--- config.mk ---
export PLATFORM = sky130hd
export DESIGN_NAME = palette_engine
export DESIGN_NICKNAME = d
export VERILOG_FILES = /design/src/rtl/palette_pkg.sv /design/src/rtl/palette_blend.sv /design/src/rtl/palette_engine.sv
export SDC_FILE = /design/constraint.sdc
export NUM_CORES = 1
export LEC_CHECK = 0
export BUFFER_PORTS_ARGS = -buffer_cell sky130_fd_sc_hd__buf_2
export CAP_MARGIN = 15
export CORE_MARGIN = 5
export CORE_UTILIZATION = 25
export CTS_CLUSTER_DIAMETER = 60
export DETAILED_ROUTE_END_ITERATION = 6
export PLACE_DENSITY_LB_ADDON = 0.25
export REMOVE_ABC_BUFFERS = 1
export SLEW_MARGIN = 5
export SYNTH_ARGS = -nofsm -noshare
export SYNTH_HDL_FRONTEND = slang
export SYNTH_SLANG_ARGS = --single-unit
--- constraint.sdc ---
create_clock -name clk -period 2.3 [get_ports clk]
set_input_delay 0.345 -clock clk [delete_from_list [all_inputs] [get_ports clk]]
set_output_delay 0.345 -clock clk [all_outputs]
set_load 0.05 [all_outputs]
--- src/rtl/palette_pkg.sv ---
// Shared types and constants for the palette lookup engine.
// Optional cross-fade is enabled with the PALETTE_FADE_EN macro (see palette_engine).
package palette_pkg;

  // Default colours are authored as 4-bit channels and scaled to the build width.
  localparam int DEF_CH_W = 4;

  typedef struct packed {
    logic [DEF_CH_W-1:0] r;
    logic [DEF_CH_W-1:0] g;
    logic [DEF_CH_W-1:0] b;
  } rgb_t;

  // Entries 0..2 of palettes 0..2; entry 3 and up default to black.
  localparam rgb_t [0:2][0:2] DEFAULT_PAL = '{
    '{rgb_t'(12'hF00), rgb_t'(12'h0F0), rgb_t'(12'h00F)},
    '{rgb_t'(12'hFF0), rgb_t'(12'h0FF), rgb_t'(12'hF0F)},
    '{rgb_t'(12'hFAA), rgb_t'(12'hAAF), rgb_t'(12'hAFA)}
  };

  typedef enum logic {
    ST_IDLE = 1'b0,
    ST_FADE = 1'b1
  } fade_state_t;

endpackage

--- src/rtl/palette_blend.sv ---
// Single-channel linear interpolator: old + ((new-old)*step >>> SHIFT).
// Purely combinational; the engine instantiates one per colour channel.
module palette_blend #(
  parameter int CH_W   = 4,
  parameter int STEP_W = 5,
  parameter int SHIFT  = 4
) (
  input  logic [CH_W-1:0]   old_c,
  input  logic [CH_W-1:0]   new_c,
  input  logic [STEP_W-1:0] step,
  output logic [CH_W-1:0]   mix_c
);

  // Product holds a signed CH_W+1 difference times an unsigned STEP_W step.
  localparam int PW = CH_W + STEP_W + 2;

  logic signed [CH_W:0] diff;
  logic signed [PW-1:0] diff_x;
  logic signed [PW-1:0] step_x;
  logic signed [PW-1:0] prod;
  logic signed [PW-1:0] shifted;

  // Signed difference, scaled by step, arithmetic shift, truncated add back onto old.
  always_comb begin
    diff    = $signed({1'b0, new_c}) - $signed({1'b0, old_c});
    diff_x  = {{(PW-CH_W-1){diff[CH_W]}}, diff};
    step_x  = {{(PW-STEP_W){1'b0}}, step};
    prod    = diff_x * step_x;
    shifted = prod >>> SHIFT;
    mix_c   = old_c + shifted[CH_W-1:0];
  end

endmodule

--- src/rtl/palette_engine.sv ---
// Multi-palette colour lookup with runtime-writable entries and a fixed
// 2-cycle pixel pipeline. Define PALETTE_FADE_EN to cross-fade between
// palettes on a switch; otherwise a switch takes effect on the next edge.
// Handshakes: a transfer happens on a rising edge where valid && ready; valid
// may be raised at any time, ready never depends combinationally on valid.
module palette_engine
  import palette_pkg::*;
#(
  parameter int NUM_PAL     = 4,
  parameter int NUM_COL     = 4,
  parameter int CH_W        = 4,
  parameter int FADE_STEPS  = 16,
  parameter int STEP_CYCLES = 1024
) (
  input  logic                       clk,
  input  logic                       rst_n,
  input  logic                       wr_valid,
  output logic                       wr_ready,
  input  logic [$clog2(NUM_PAL)-1:0] wr_pal,
  input  logic [$clog2(NUM_COL)-1:0] wr_idx,
  input  logic [3*CH_W-1:0]          wr_color,
  input  logic                       sel_valid,
  output logic                       sel_ready,
  input  logic [$clog2(NUM_PAL)-1:0] sel_pal,
  output logic [$clog2(NUM_PAL)-1:0] active_pal,
  output logic                       busy,
  input  logic                       px_valid,
  input  logic [$clog2(NUM_COL)-1:0] px_idx,
  output logic                       out_valid,
  output logic [3*CH_W-1:0]          out_color
);

  localparam int PAL_W = $clog2(NUM_PAL);
  localparam int COL_W = 3 * CH_W;

  // Reset colour for palette p, entry i, with 4-bit defaults replicated to CH_W bits.
  function automatic logic [COL_W-1:0] default_color(input int p, input int i);
    rgb_t        c;
    logic [1:0]  ps;
    logic [1:0]  is;
    logic [31:0] rep_r;
    logic [31:0] rep_g;
    logic [31:0] rep_b;
    c  = '0;
    ps = (p < 3) ? p[1:0] : 2'd0;
    is = i[1:0];
    if (i < 3) c = DEFAULT_PAL[ps][is];
    rep_r = {8{c.r}};
    rep_g = {8{c.g}};
    rep_b = {8{c.b}};
    return {rep_r[31 -: CH_W], rep_g[31 -: CH_W], rep_b[31 -: CH_W]};
  endfunction

  logic [COL_W-1:0] pal_mem [NUM_PAL][NUM_COL];
  logic             ready_q;
  logic [PAL_W-1:0] active_q;
  logic             s1_valid;

  // Ready rises on the first edge after reset release and then stays high.
  always_ff @(posedge clk or negedge rst_n) begin
    if (!rst_n) ready_q <= 1'b0;
    else        ready_q <= 1'b1;
  end

  assign wr_ready   = ready_q;
  assign active_pal = active_q;

  // Palette storage: defaults on reset, accepted writes update one entry.
  always_ff @(posedge clk or negedge rst_n) begin
    if (!rst_n) begin
      for (int p = 0; p < NUM_PAL; p++)
        for (int i = 0; i < NUM_COL; i++)
          pal_mem[p][i] <= default_color(p, i);
    end else if (wr_valid && ready_q) begin
      pal_mem[wr_pal][wr_idx] <= wr_color;
    end
  end

`ifdef PALETTE_FADE_EN

  localparam int SHIFT  = $clog2(FADE_STEPS);
  localparam int STEP_W = SHIFT + 1;
  localparam int PRE_W  = (STEP_CYCLES > 1) ? $clog2(STEP_CYCLES) : 1;

  fade_state_t       state_q;
  fade_state_t       state_d;
  logic [PAL_W-1:0]  tgt_q;
  logic [PRE_W-1:0]  pre_q;
  logic [STEP_W-1:0] step_q;
  logic              sel_fire;
  logic              start_fade;
  logic              pre_wrap;
  logic              fade_done;
  logic [COL_W-1:0]  s1_old;
  logic [COL_W-1:0]  s1_new;
  logic [STEP_W-1:0] s1_step;
  logic [COL_W-1:0]  mix_color;

  assign sel_fire   = sel_valid && sel_ready;
  assign start_fade = sel_fire && (sel_pal != active_q);
  assign pre_wrap   = (pre_q == PRE_W'(STEP_CYCLES - 1));
  assign fade_done  = pre_wrap && (step_q == STEP_W'(FADE_STEPS - 1));

  // Fade FSM state register.
  always_ff @(posedge clk or negedge rst_n) begin
    if (!rst_n) state_q <= ST_IDLE;
    else        state_q <= state_d;
  end

  // Fade FSM next state: start on a real palette change, end when step reaches FADE_STEPS.
  always_comb begin
    state_d = state_q;
    case (state_q)
      ST_IDLE: if (start_fade) state_d = ST_FADE;
      ST_FADE: if (fade_done)  state_d = ST_IDLE;
      default: state_d = ST_IDLE;
    endcase
  end

  // Fade FSM outputs.
  always_comb begin
    busy      = (state_q == ST_FADE);
    sel_ready = ready_q && (state_q == ST_IDLE);
  end

  // Target latch, prescaler and step counter; the palette swap lands on the final wrap.
  always_ff @(posedge clk or negedge rst_n) begin
    if (!rst_n) begin
      active_q <= '0;
      tgt_q    <= '0;
      pre_q    <= '0;
      step_q   <= '0;
    end else if (state_q == ST_IDLE) begin
      if (start_fade) begin
        tgt_q  <= sel_pal;
        pre_q  <= '0;
        step_q <= '0;
      end
    end else if (pre_wrap) begin
      pre_q <= '0;
      if (fade_done) begin
        active_q <= tgt_q;
        step_q   <= '0;
      end else begin
        step_q <= step_q + 1'b1;
      end
    end else begin
      pre_q <= pre_q + 1'b1;
    end
  end

  // Stage 1: fetch old and new entries plus the blend weight in effect.
  always_ff @(posedge clk or negedge rst_n) begin
    if (!rst_n) begin
      s1_valid <= 1'b0;
      s1_old   <= '0;
      s1_new   <= '0;
      s1_step  <= '0;
    end else begin
      s1_valid <= px_valid;
      if (px_valid) begin
        s1_old  <= pal_mem[active_q][px_idx];
        s1_new  <= pal_mem[tgt_q][px_idx];
        s1_step <= busy ? step_q : '0;
      end
    end
  end

  palette_blend #(.CH_W(CH_W), .STEP_W(STEP_W), .SHIFT(SHIFT)) u_blend_r (
    .old_c(s1_old[3*CH_W-1 -: CH_W]), .new_c(s1_new[3*CH_W-1 -: CH_W]),
    .step(s1_step), .mix_c(mix_color[3*CH_W-1 -: CH_W])
  );
  palette_blend #(.CH_W(CH_W), .STEP_W(STEP_W), .SHIFT(SHIFT)) u_blend_g (
    .old_c(s1_old[2*CH_W-1 -: CH_W]), .new_c(s1_new[2*CH_W-1 -: CH_W]),
    .step(s1_step), .mix_c(mix_color[2*CH_W-1 -: CH_W])
  );
  palette_blend #(.CH_W(CH_W), .STEP_W(STEP_W), .SHIFT(SHIFT)) u_blend_b (
    .old_c(s1_old[CH_W-1 -: CH_W]), .new_c(s1_new[CH_W-1 -: CH_W]),
    .step(s1_step), .mix_c(mix_color[CH_W-1 -: CH_W])
  );

`else

  logic [COL_W-1:0] s1_color;
  logic [COL_W-1:0] mix_color;
  logic             unused_cfg;

  // Fade timing parameters have no meaning when switches are immediate.
  assign unused_cfg = ^{FADE_STEPS[0], STEP_CYCLES[0]};
  assign busy       = 1'b0;
  assign sel_ready  = ready_q;
  assign mix_color  = s1_color;

  // An accepted switch takes effect on the next edge.
  always_ff @(posedge clk or negedge rst_n) begin
    if (!rst_n)                     active_q <= '0;
    else if (sel_valid && sel_ready) active_q <= sel_pal;
  end

  // Stage 1: fetch the displayed entry.
  always_ff @(posedge clk or negedge rst_n) begin
    if (!rst_n) begin
      s1_valid <= 1'b0;
      s1_color <= '0;
    end else begin
      s1_valid <= px_valid;
      if (px_valid) s1_color <= pal_mem[active_q][px_idx];
    end
  end

`endif

  // Stage 2: register the final colour; hold it while no pixel is in flight.
  always_ff @(posedge clk or negedge rst_n) begin
    if (!rst_n) begin
      out_valid <= 1'b0;
      out_color <= '0;
    end else begin
      out_valid <= s1_valid;
      if (s1_valid) out_color <= mix_color;
    end
  end

endmodule

==> summary.md <==
| Metric | Value |
|---|---|
| Peak supply drop | `about 0.50 mV` |
| DIE WIDTH | `209.0 µm` |
| CP Launch Type | `register` |
| Antenna diodes | `0` |
| All-layer global routing usage | `11.69%` |
| Final hold violations | `0` |
| Area share of the largest cell type after synthesis | `37.65%` |
| Post-Place Cell Area | `0.01080 mm²` |
| Root buffer cell | `clkbuf_16` |
| Routed wire length | `~26000 µm` |
| Area contributors post-synth | `dfrtp_1, mux2_2, dfstp_2` |
| RSZ-0062 raised after global routing | `no` |
| P per Cell Area | `944.8 mW/mm²` |
| Post-Syn Area | `0.009902 mm²` |
| Compound-Gate Fraction of Synth Area | `under 10%` |
| Worst Hold Class | `in -> reg` |
| Pin count of the biggest net entering global routing | `72` |
| Period utilization | `84.07%` |
| H-tree depth | `1` |
| Final setup violation count | `0` |
| Final RePlAce weighted congestion | `0.7119` |
| Crit-path max cell delay | `~390 ps` |
| Total grt overflow | `0` |
| Clk Latency, worst-skew pair | `520 ps` |
| Clock Pin Slew Worst Setup and Hold Paths | `about 60 ps` |
| Number of iterations in the first detailed-routing pass | `4` |
| Die span in y | `roughly 210 µm` |
| Post-Synth Adder-Cell Area | `0%` |
| Routed len/inst | `21.36 µm` |
| Sink Count | `221` |
| Max Fclk | `0.5172 GHz` |
| CTS tree | `done` |
| Status | `finished, final reports clean` |
| Worst hold slack | `approximately 63 ps` |
| CTS buffer count | `24` |
| Fill count | `3990` |
| Bufs on Longest Clock Path | `3` |
| Multi-input gate area | `between 0.003 and 0.004 mm²` |
| Fraction of layout cells with a size suffix above 1 | `between 60 and 70%` |
| Post-synthesis register bit count | `221` |
| Total die area | `0.04369 mm²` |
| Critical Path AT | `1590 ps` |
| Via density | `4.572` |
| Post-Syn Instances | `604` |
| Post-Place Cells | `about 1200` |
| Crit end category | `output pin` |
| Largest family of logic cells by synthesized area | `multiplexers` |
| Syn_area_per_cell | `16.39 µm²` |
| Global-route wire length before repair | `39110 µm` |
| Synth Area in Simple Gates | `2.123%` |
| Max cap viols | `0` |
| Core Footprint | `0.03946 mm²` |
| Final slew viol count | `0` |
| Sequential Area | `0.005622 mm²` |
| Critical-path top delay cell | `dfrtp_2` |
| Worst Max-Slew Pin Slew | `783.8 ps` |
| Max FO, Critical Path | `14` |
| Post-Synth XOR/XNOR Area | `0%` |
| Post-synthesis mux area share | `a little over a third` |
| Initial antenna violation count | `0` |
| Synth cell types | `26` |
| Vias in the first global route | `5693` |
| Hold buffer count at CTS | `1` |
| Min Tclk post-route | `1934 ps` |
| DR vias | `between 5000 and 6000` |
| Final setup skew | `between 8 and 9 ps` |
| Static Leakage | `4.907 nW` |
| Sequential share of the synthesized area | `between 50% and 60%` |
| Num rows | `73` |
| DR DRC count | `0` |
| Final instance area | `0.01157 mm²` |
| Post-cts sizing count | `0` |
| Net count, final | `680` |
| Crit path cell chain | `buf_4, buf_2` |
| Post-CTS Setup Bufs | `0` |
| Starting Density | `25.10%` |
| Antenna Nets Post-Route | `0` |
| First DRT Iteration DRCs | `241` |
| Non-Filler Instances | `about 1200` |
| Crit path required time | `between 1500 and 2000 ps` |
| Synth-to-Final Area Change | `16.84%` |
| Max_slew headroom | `a little under half` |
| Detail Placement HPWL | `15290 µm` |
| I/O pins | `43` |
| Worst R2R Setup Slack | `about 400 ps` |
| Ys Warns | `0` |
| Port bufs | `between 40 and 50` |
| Crit Path Category | `reg -> out` |
| Leading area contributor after synthesis | `dfrtp_1` |
==> registers in the layout, indices dropped and copies added, names as in the netlist <==
signal / cells
active_pal: 2
out_valid: 1
mix_color: 12
out_color: 12
s1_valid: 1
sel_ready: 1
pal_mem: 192
==> worst max-delay path, delay by kind of cell (launching register included) <==
| family | cells | cell delay [ps] |
|---|---|---|
| flip-flops | 1 | 390 |
| buffers and inverters | 2 | 670 |
==> final timing paths <==
| check | from | end | cells after the start |
|---|---|---|---|
| max in group asynchronous | rst_n | pal_mem[71]$_DFFE_PN1P_ | 3 |
| max reg2reg | active_pal[1]$_DFFE_PN0P_ | mix_color[3]$_DFFE_PN0P_ | 4 |
| min in group asynchronous | rst_n | out_color[4]$_DFFE_PN0P_ | 2 |
| max | active_pal[1]$_DFFE_PN0P_ | active_pal[1] | 2 |
| min | sel_pal[0] | active_pal[0]$_DFFE_PN0P_ | 2 |
| min reg2reg | out_color[8]$_DFFE_PN0P_ | out_color[8]$_DFFE_PN0P_ | 1 |
==> area by class of cell <==
cell class	instances	share of cell area [%]
well taps	525	5.678
clock buffers	40	6.413
multi-input cells	332	34.56
repair buffers	76	4.585
flip-flops and latches	221	48.59
clock inverters	4	0.1730
==> Yosys cell counts <==
library cell and instances:
mux2_2 186, dfrtp_1 149, dfstp_2 72, mux4_2 48, nor2_1 22, mux2_4 20, buf_2 17, clkbuf_1 17
a221oi_1 12, mux2i_1 12, o22ai_1 12, buf_4 10, buf_6 5, nand2_1 3, nand2b_1 3, buf_1 2
conb_1 2, nand3b_1 2, nand4b_1 2, or3_4 2, and2_1 1, and3_1 1, and4bb_2 1, nand4_1 1
nor3_1 1, or2_2 1
==> cells in the final DEF, fill, tap and decap left out, types with 3 or more instances in the layout <==
master / n
clkinv_2: 4
mux2_4: 20
nand2b_1: 3
a221oi_1: 12
dfrtp_1: 148
clkbuf_16: 25
o22ai_1: 12
buf_12: 4
buf_2: 40
mux4_2: 48
nand2_1: 3
mux2i_1: 12
buf_4: 30
nor2_1: 22
mux2_2: 186
clkbuf_1: 9
clkbuf_8: 6
dfstp_2: 72
==> per-layer routing <==
layer / up-vias / wire (µm) / GRT usage, % / part of all wire, %
met5: - / 0 / 0 / 0
met4: 0 / 459 / 2.093 / 1.8
met3: 39 / 855 / 1.907 / 3.3
met2: 86 / 10870 / 16.67 / 42
met1: 2993 / 13400 / 18.74 / 52
li1: 2359 / - / - / -
==> logic make-up after synthesis <==
kind of cell,count (synthesis)
other cells,2
simple gates,40
mux,266
flops,221
compound gates,24
buf+inv,51
==> stage by stage <==
stage	power, mW	setup TNS [ps]	util [%]	setup slack, ps
3_3_place_gp	7.223	0	27.37	419.2
3_5_place_dp	7.266	0	27.37	409.5
4_1_cts	11.10	0	29.32	318.8
6_report	10.93	0	29.32	366.5
2_1_floorplan	6.591	-16620	-	-523.3
5_1_grt	11.48	0	29.32	279.4
==> where the power goes <==
group          switching (mW)  leakage (nW)  internal, mW
Clock                    1.57         0.377          2.19
Combinational           0.879          1.90          1.08
Sequential              0.395          2.63          4.82
No activity file was read; power rests on OpenSTA's default activity.
